--- src/rtl/div512_r2_rca_pkg.sv ---
`default_nettype none
// ============================================================================
// Module   : div512_r2_rca_pkg
// Purpose  : Shared definitions for the radix-2 restoring divider: FSM
//            state encodings and default datapath widths.
// Revision : 1.0 - initial release
// ============================================================================
package div512_r2_rca_pkg;

    // Default widths: divisor/quotient/remainder are N_DEF bits, the
    // dividend is 2*N_DEF bits, and the iteration counter must reach N_DEF-1.
    localparam int N_DEF     = 256;
    localparam int CNT_W_DEF = 8;

    typedef enum logic [1:0] {
        ST_IDLE = 2'd0,
        ST_RUN  = 2'd1,
        ST_DONE = 2'd2
    } state_t;

endpackage : div512_r2_rca_pkg
`default_nettype wire

--- src/rtl/div512_r2_rca_rca.sv ---
`default_nettype none
// ============================================================================
// Module   : div512_r2_rca_rca
// Purpose  : Parameterised ripple-carry adder, sum = x + y + cin.
//            Used by the divider as its trial subtractor (y = ~divisor,
//            cin = 1), where cout = 1 means the subtraction did not borrow.
// Ports    : x, y  [WIDTH-1:0] in   addends
//            cin              in   carry in
//            sum   [WIDTH-1:0] out  sum bits
//            cout             out  carry out of the MSB
// Revision : 1.0 - initial release
// ============================================================================
module div512_r2_rca_rca #(
    parameter int WIDTH = 257
) (
    input  logic [WIDTH-1:0] x,
    input  logic [WIDTH-1:0] y,
    input  logic             cin,
    output logic [WIDTH-1:0] sum,
    output logic             cout
);

    // The carry is carried bit to bit through a procedural variable so the
    // chain is a true ripple without a self-referencing carry vector.
    always_comb begin
        logic w_c;
        w_c  = cin;
        sum  = '0;
        for (int i = 0; i < WIDTH; i++) begin
            sum[i] = x[i] ^ y[i] ^ w_c;
            w_c    = (x[i] & y[i]) | (w_c & (x[i] ^ y[i]));
        end
        cout = w_c;
    end

endmodule : div512_r2_rca_rca
`default_nettype wire

--- src/rtl/div512_r2_rca.sv ---
`default_nettype none
// ============================================================================
// Module   : div512_r2_rca
// Purpose  : Iterative radix-2 restoring divider. Divides a 2N-bit dividend
//            by an N-bit divisor, one quotient bit per enabled cycle, using
//            a ripple-carry adder for the trial subtraction.
// Ports    : clk, rst_n (sync, active-low), en (clock enable)
//            start, dividend[2N-1:0], divisor[N-1:0]   request + operands
//            busy, done                                status
//            quotient[N-1:0], remainder[N-1:0]         result
//            div_by_zero, overflow                     exception flags
// Revision : 1.0 - initial release
// ============================================================================
module div512_r2_rca
    import div512_r2_rca_pkg::*;
#(
    parameter int N     = N_DEF,
    parameter int CNT_W = CNT_W_DEF
) (
    input  logic             clk,
    input  logic             rst_n,
    input  logic             en,
    input  logic             start,
    input  logic [2*N-1:0]   dividend,
    input  logic [N-1:0]     divisor,
    output logic             busy,
    output logic             done,
    output logic [N-1:0]     quotient,
    output logic [N-1:0]     remainder,
    output logic             div_by_zero,
    output logic             overflow
);

    state_t           r_state;
    logic [CNT_W-1:0] r_cnt;
    logic [N-1:0]     r_rem;   // partial remainder, always < divisor
    logic [N-1:0]     r_q;     // dividend low half shifting out, quotient in
    logic [N-1:0]     r_dvs;

    logic [N:0]       w_x;
    logic [N:0]       w_y;
    logic [N:0]       w_t;
    logic             w_cout;
    logic [N:0]       w_rem_next;
    logic [N-1:0]     w_q_next;
    logic             w_unused_rem_msb;

    // Shifted partial remainder is N+1 bits; subtract the zero-extended
    // divisor as x + ~y + 1. A carry out means no borrow, i.e. x >= divisor.
    assign w_x = {r_rem, r_q[N-1]};
    assign w_y = ~{1'b0, r_dvs};

    div512_r2_rca_rca #(
        .WIDTH (N + 1)
    ) u_rca (
        .x    (w_x),
        .y    (w_y),
        .cin  (1'b1),
        .sum  (w_t),
        .cout (w_cout)
    );

    assign w_rem_next = w_cout ? w_t : w_x;
    assign w_q_next   = {r_q[N-2:0], w_cout};
    // The restored/subtracted remainder is always below the divisor, so its
    // MSB is zero and only the low N bits need storing.
    assign w_unused_rem_msb = w_rem_next[N];

    always_ff @(posedge clk) begin
        if (!rst_n) begin
            r_state     <= ST_IDLE;
            r_cnt       <= '0;
            r_rem       <= '0;
            r_q         <= '0;
            r_dvs       <= '0;
            busy        <= 1'b0;
            done        <= 1'b0;
            quotient    <= '0;
            remainder   <= '0;
            div_by_zero <= 1'b0;
            overflow    <= 1'b0;
        end else if (en) begin
            case (r_state)
                ST_IDLE, ST_DONE: begin
                    done <= 1'b0;
                    busy <= 1'b0;
                    if (start) begin
                        r_dvs       <= divisor;
                        div_by_zero <= 1'b0;
                        overflow    <= 1'b0;
                        if (divisor == '0) begin
                            r_state     <= ST_DONE;
                            done        <= 1'b1;
                            quotient    <= '1;
                            remainder   <= dividend[N-1:0];
                            div_by_zero <= 1'b1;
                        end else if (dividend[2*N-1:N] >= divisor) begin
                            // Quotient would not fit in N bits.
                            r_state   <= ST_DONE;
                            done      <= 1'b1;
                            quotient  <= '1;
                            remainder <= '0;
                            overflow  <= 1'b1;
                        end else begin
                            r_state <= ST_RUN;
                            busy    <= 1'b1;
                            r_rem   <= dividend[2*N-1:N];
                            r_q     <= dividend[N-1:0];
                            r_cnt   <= '0;
                        end
                    end else begin
                        r_state <= ST_IDLE;
                    end
                end
                ST_RUN: begin
                    r_rem <= w_rem_next[N-1:0];
                    r_q   <= w_q_next;
                    r_cnt <= r_cnt + 1'b1;
                    if (r_cnt == CNT_W'(N - 1)) begin
                        r_state   <= ST_DONE;
                        busy      <= 1'b0;
                        done      <= 1'b1;
                        quotient  <= w_q_next;
                        remainder <= w_rem_next[N-1:0];
                    end
                end
                default: begin
                    r_state <= ST_IDLE;
                    busy    <= 1'b0;
                    done    <= 1'b0;
                end
            endcase
        end
    end

endmodule : div512_r2_rca
`default_nettype wire

--- config.mk ---
export PLATFORM = sky130hd
export DESIGN_NAME = div512_r2_rca
export DESIGN_NICKNAME = d
export VERILOG_FILES = /design/src/rtl/div512_r2_rca_pkg.sv /design/src/rtl/div512_r2_rca_rca.sv /design/src/rtl/div512_r2_rca.sv
export SDC_FILE = /design/constraint.sdc
export NUM_CORES = 2
export LEC_CHECK = 0
export ABC_AREA = 1
export BUFFER_PORTS_ARGS = -buffer_cell sky130_fd_sc_hd__buf_2
export CAP_MARGIN = 20
export CORE_AREA = 3 3 498 500
export CTS_BUF_LIST = sky130_fd_sc_hd__clkbuf_4 sky130_fd_sc_hd__clkbuf_8
export DETAILED_ROUTE_END_ITERATION = 8
export DIE_AREA = 0 0 501 503
export GPL_ROUTABILITY_DRIVEN = 0
export HOLD_SLACK_MARGIN = 0.12
export PLACE_DENSITY = 0.45
export SYNTH_ARGS = -nofsm -noshare
export SYNTH_HDL_FRONTEND = slang
export SYNTH_SLANG_ARGS = --single-unit
--- constraint.sdc ---
create_clock -name clk -period 155.3 [get_ports clk]
set_input_delay 38.825 -clock clk [delete_from_list [all_inputs] [get_ports clk]]
set_output_delay 38.825 -clock clk [all_outputs]
set_load 0.02 [all_outputs]
## Yosys cells after proc, flatten, opt, wreduce, memory -nomap -nowiden

Cells that the tools add are included.

- Reduce and logical (&&, ||, !) cells: 8
- Add/sub/neg operators: 1
- Eq/ne operators: 8
- Order comparisons: 1
- Muxes and demuxes: 40
- Bitwise operators: 1,284

Operator list:

| kind | number |
|---|---|
| $mux W256 | 15 |
| $pmux W256 S2 | 4 |
| $and A1 B1 Y1 | 513 |
| $xor A1 B1 Y1 | 512 |
| $not A256 Y257 | 1 |
| $or A1 B1 Y1 | 257 |
| $ge A256 B256 Y1 | 1 |
| $logic_not A256 Y1 | 1 |
| $mux W8 | 3 |
| $pmux W8 S2 | 1 |
| $mux W1 | 10 |
| $reduce_and A5 Y1 | 2 |
| $add A8 B1 Y8 const B | 1 |
| $eq A8 B8 Y1 const B | 1 |
| $mux W2 | 4 |
| $ne A2 B2 Y1 const B | 4 |
| $pmux W1 S2 | 2 |
| $pmux W2 S2 | 1 |
| $ne A3 B3 Y1 const B | 1 |
| $reduce_and A3 Y1 | 1 |
| $eq A2 B1 Y1 const B | 1 |
| $eq A2 B2 Y1 const B | 1 |
| $logic_not A2 Y1 | 1 |
| $reduce_and A2 Y1 | 1 |
| other kinds (3) | 3 |

- Bits of input ports: 772
- Register bits: 1,294
- Logic and storage cells: 1,353
- Output and inout bits: 516

## Depth between registers and ports, before layout

- Word-level depth: 518
- Gate-level depth with buffers: 272
- Depth with buffers taken out: 270

## By module

Synthesis repeated with hierarchy kept, for this count alone.

- Cell total of the unflattened synthesis: 10,422
- Area total of the unflattened synthesis: 72,334.4 um2

Modules (own cells, without submodules):

| module | times used | area an instance (um2) | cells each | seq. area each (um2) |
|---|---|---|---|---|
| div512_r2_rca | 1 | 67,151.9 | 10,155 | 25,864.8 |
| div512_r2_rca_rca | 1 | 5,182.5 | 267 | 0.0 |

## Worst setup path before layout

OpenSTA, ideal clock, no wires.

- Path kind: reg-to-reg
- Start: reg r_q[255]
- End: reg remainder[202]
- Slack: 57.073 ns
- Cell stages (with the launch flop): 273
- Clock period less this slack: 98.227 ns
- Arrival time: 98.163 ns
- Required time: 155.236 ns
- Cell sequence: dfxtp_1 -> inv_1 -> ha_1 -> fa_1 -> fa_1 -> fa_1 -> fa_1 -> fa_1 -> fa_1 -> fa_1 -> fa_1 -> fa_1 -> fa_1 -> fa_1 -> fa_1 -> fa_1 -> fa_1 -> fa_1 -> [... 237 more ...] -> inv_1 -> fa_1 -> inv_1 -> fa_1 -> inv_1 -> fa_1 -> nor2_1 -> nor2_1 -> inv_1 -> clkbuf_1 -> clkbuf_1 -> nor2_1 -> a21oi_1 -> o21ai_0 -> inv_1 -> nand4_1 -> nand2_1 -> nor2_1

RTL lines:

| element | line | RTL |
|---|---|---|
| start: declaration | div512_r2_rca.sv:37 | `logic [N-1:0] r_q;` |
| start signal: assignment | div512_r2_rca.sv:108 | `r_q <= dividend[N-1:0];` |
| start signal: assignment | div512_r2_rca.sv:117 | `r_q <= w_q_next;` |
| end signal: assignment | div512_r2_rca.sv:95 | `remainder <= dividend[N-1:0];` |
| end signal: assignment | div512_r2_rca.sv:124 | `remainder <= w_rem_next[N-1:0];` |
| end: declaration | div512_r2_rca.sv:29 | `output logic [N-1:0] remainder,` |

==> results_dict.tcl <==
set metrics [dict create \
    synthAdderAreaFrac 0.115 \
    grt_max_degree 218 \
    period_share 0.671 \
    cts_hold_buf 0 \
    vias_per_cell 4.80 \
    max_cap_viol_count 0 \
    die_width_microns 501 \
    ys_seq_area_frac 0.357 \
    cts_resized 0 \
    dr.pass1.iters 5 \
    power.density_mw_per_mm2 11.4 \
    hold_path_class "reg -> reg" \
    grt-ovfl-total 0 \
    power.total_mw 0.989 \
    synth_top_cells_by_count "nand2_1 (2,067), nor2_1 (1,633), inv_1 (1,396)" \
    synthDominantCellAreaShare 0.357 \
    dpl.hpwl_mm 235 \
    cts-root-buf "clkbuf_8" \
    area_delta_synth_final_pct 19.2 \
    grtUsageTotal 0.244 \
    cp.arrival_ns 105.07 \
    yosys-top-cells-area "dfxtp_1 (36%), nand2_1 (11%), nor2_1 (8.5%)" \
    synth_top_cell_by_area "dfxtp_1" \
    numCtsBuffers 276 \
    worst-path-buf-inv 8 \
    syn_nets 12000 \
    max_freq_mhz 9.60 \
    finalHoldViolations 0 \
    crit_path_start_kind "flip-flop" \
    num_vias 72400 \
    port_buffers 1287 \
    cp_slowest_cell "fa_1" \
    clk_transition_reported_paths_ns 0.06 \
    clockBufferDepth 4 \
    fin_crit_ns 104.20 \
    synth-edff-count 0 \
    synth_top_family_by_area "simple AND/OR/NAND/NOR gates" \
    netlist_area_sq_mm 0.0725 \
    drt_wl_total_mm 319 \
    cts_tree "yes" \
    syn_inst 10700 \
    tns_ns 0 \
    slowest_delay_ns 0.43 \
    fin_ws_ns 51.10 \
    rsz0062_at_grt "no" \
    synthSimpleGateAreaFrac 0.249 \
    synth_compound_area_frac 0.156 \
    die-area_sq_mm 0.252 \
    holdWs_ns 0.444 \
    pin_count 1288 \
    crit_fanout 92 \
    grt_antenna_before_repair 152 \
    ys_async_sr_fraction 0 \
    worst_pin_slew_ns 1.19 \
    synth.area.mux_share 0 \
    avgSynthCellArea_sq_um 6.78 \
    end_kind "flip-flop" \
    routedWlPerCell_microns 21.2 \
    cp_top_family "adder cells" \
    ant_nets 0 \
    pre_cts_ws_ns 51.60 \
    clock_latency_ns 1.04 \
    maxSlewHeadroom 0.203 \
    first_iter_violations 4600 \
    fin_util 0.355 \
    core_area_sq_mm 0.243 \
    synth_seq_cells 1292 \
    synth_xor_area_frac 0 \
    cts.sinks 1292 \
    num_rows 181 \
    leakage_nw 41.4 \
    maxSlewViolCount 0 \
    ir_drop_mv 0.00645 \
    finClkSkew_ns 0.155 \
    status "finished clean" \
    rrSetupSlack_ns 51.10 \
    drive_above_1_share 0.193 \
    grt_pass1_wl_mm 466 \
    final_nets 12900 \
    cp.required_ns 156.17 \
    crit_type "reg -> reg" \
    drc 0 \
    ys_types 38 \
    synth_flop_cell "dfxtp_1" \
    grt_pass1_vias 70100 \
    yosys_warnings 0 \
    synth_most_common_cell "nand2_1" \
    post_cts_buffers 0 \
    chipHeight_microns 503 \
    h-tree-depth 5 \
    timing.critical_path.mode_cell "fa_1" \
    setup_violations 0 \
    initial_core_util 0.298 \
]
## power breakdown
| group | switching [mW] | total [mW] | internal (mW) |
|---|---|---|---|
| clock | 0.164 | 0.384 | 0.221 |
| combinational | 0.147 | 0.226 | 0.0785 |
| sequential | 0.0183 | 0.379 | 0.361 |
## cell usage in the layout, fill, tap and decap left out, drive strengths merged, types with 5 or more instances in the layout
| cell | n |
|---|---|
| a21o | 5 |
| a21oi | 905 |
| buf | 1357 |
| clkbuf | 419 |
| clkinv | 15 |
| clkinvlp | 7 |
| dfxtp | 1292 |
| diode | 70 |
| fa | 255 |
| ha | 258 |
| inv | 1608 |
| nand2 | 2069 |
| nand3 | 34 |
| nand4 | 308 |
| nor2 | 1634 |
| nor3 | 14 |
| nor4 | 37 |
| o21a | 11 |
| o21ai | 1316 |
| or2 | 255 |
## layer usage
| metal | global-route usage | part of all wire | vias up |
|---|---|---|---|
| li1 | - | - | 35400 |
| met1 | 0.299 | 0.42 | 33800 |
| met2 | 0.400 | 0.46 | 2360 |
| met3 | 0.0623 | 0.073 | 721 |
| met4 | 0.113 | 0.049 | 98 |
| met5 | 0 | 0.0021 | - |
## state kept, by name, indices dropped and copies added (netlist names)
register	count
r_state	1
remainder	256
quotient	256
r_cnt	8
r_dvs	256
r_q	256
done	1
r_rem	256
overflow	1
div_by_zero	1
## area by class of cell
type / count / area [sq um]
Inverter: 1606 / 6060
Multi-Input combinational cell: 7117 / 37700
Fill cell: 26700 / 157000
Clock inverter: 27 / 238
Sequential cell: 1292 / 25900
Clock buffer: 419 / 5300
Antenna cell: 70 / 175
Tap cell: 3202 / 4010
Timing Repair Buffer: 1357 / 7070
## worst min-delay path, delay by kind of cell (launching register included)
family,cells,cell delay (ns)
flops,1,0.30
compound gates,1,0.05
buf+inv,1,0.04
## path summary, 6_finish.rpt
kind | start | endpoint | cells after the start
setup / recovery | r_q[255]$_SDFFE_PN0P_ | remainder[116]$_SDFFE_PN0P_ | 272
hold / removal | quotient[71]$_SDFFE_PN0P_ | quotient[71]$_SDFFE_PN0P_ | 2
setup reg to reg | r_q[255]$_SDFFE_PN0P_ | remainder[116]$_SDFFE_PN0P_ | 272
hold reg to reg | quotient[71]$_SDFFE_PN0P_ | quotient[71]$_SDFFE_PN0P_ | 2
## per-stage QoR
step,area (sq um),instances
after detailed placement,80700,14600
after floorplan,72500,10700
after CTS,86300,15000
final,86400,15100
after global routing,86400,15100
after global placement,80700,14600
## cell families after synthesis
group	count (synthesis)
and+or+nand+nor	4360
buffers and inverters	2285
AOI/OAI and AO/OA	2244
DFF	1292
adders and majority gates	513
(Power assumes the default switching activity.)
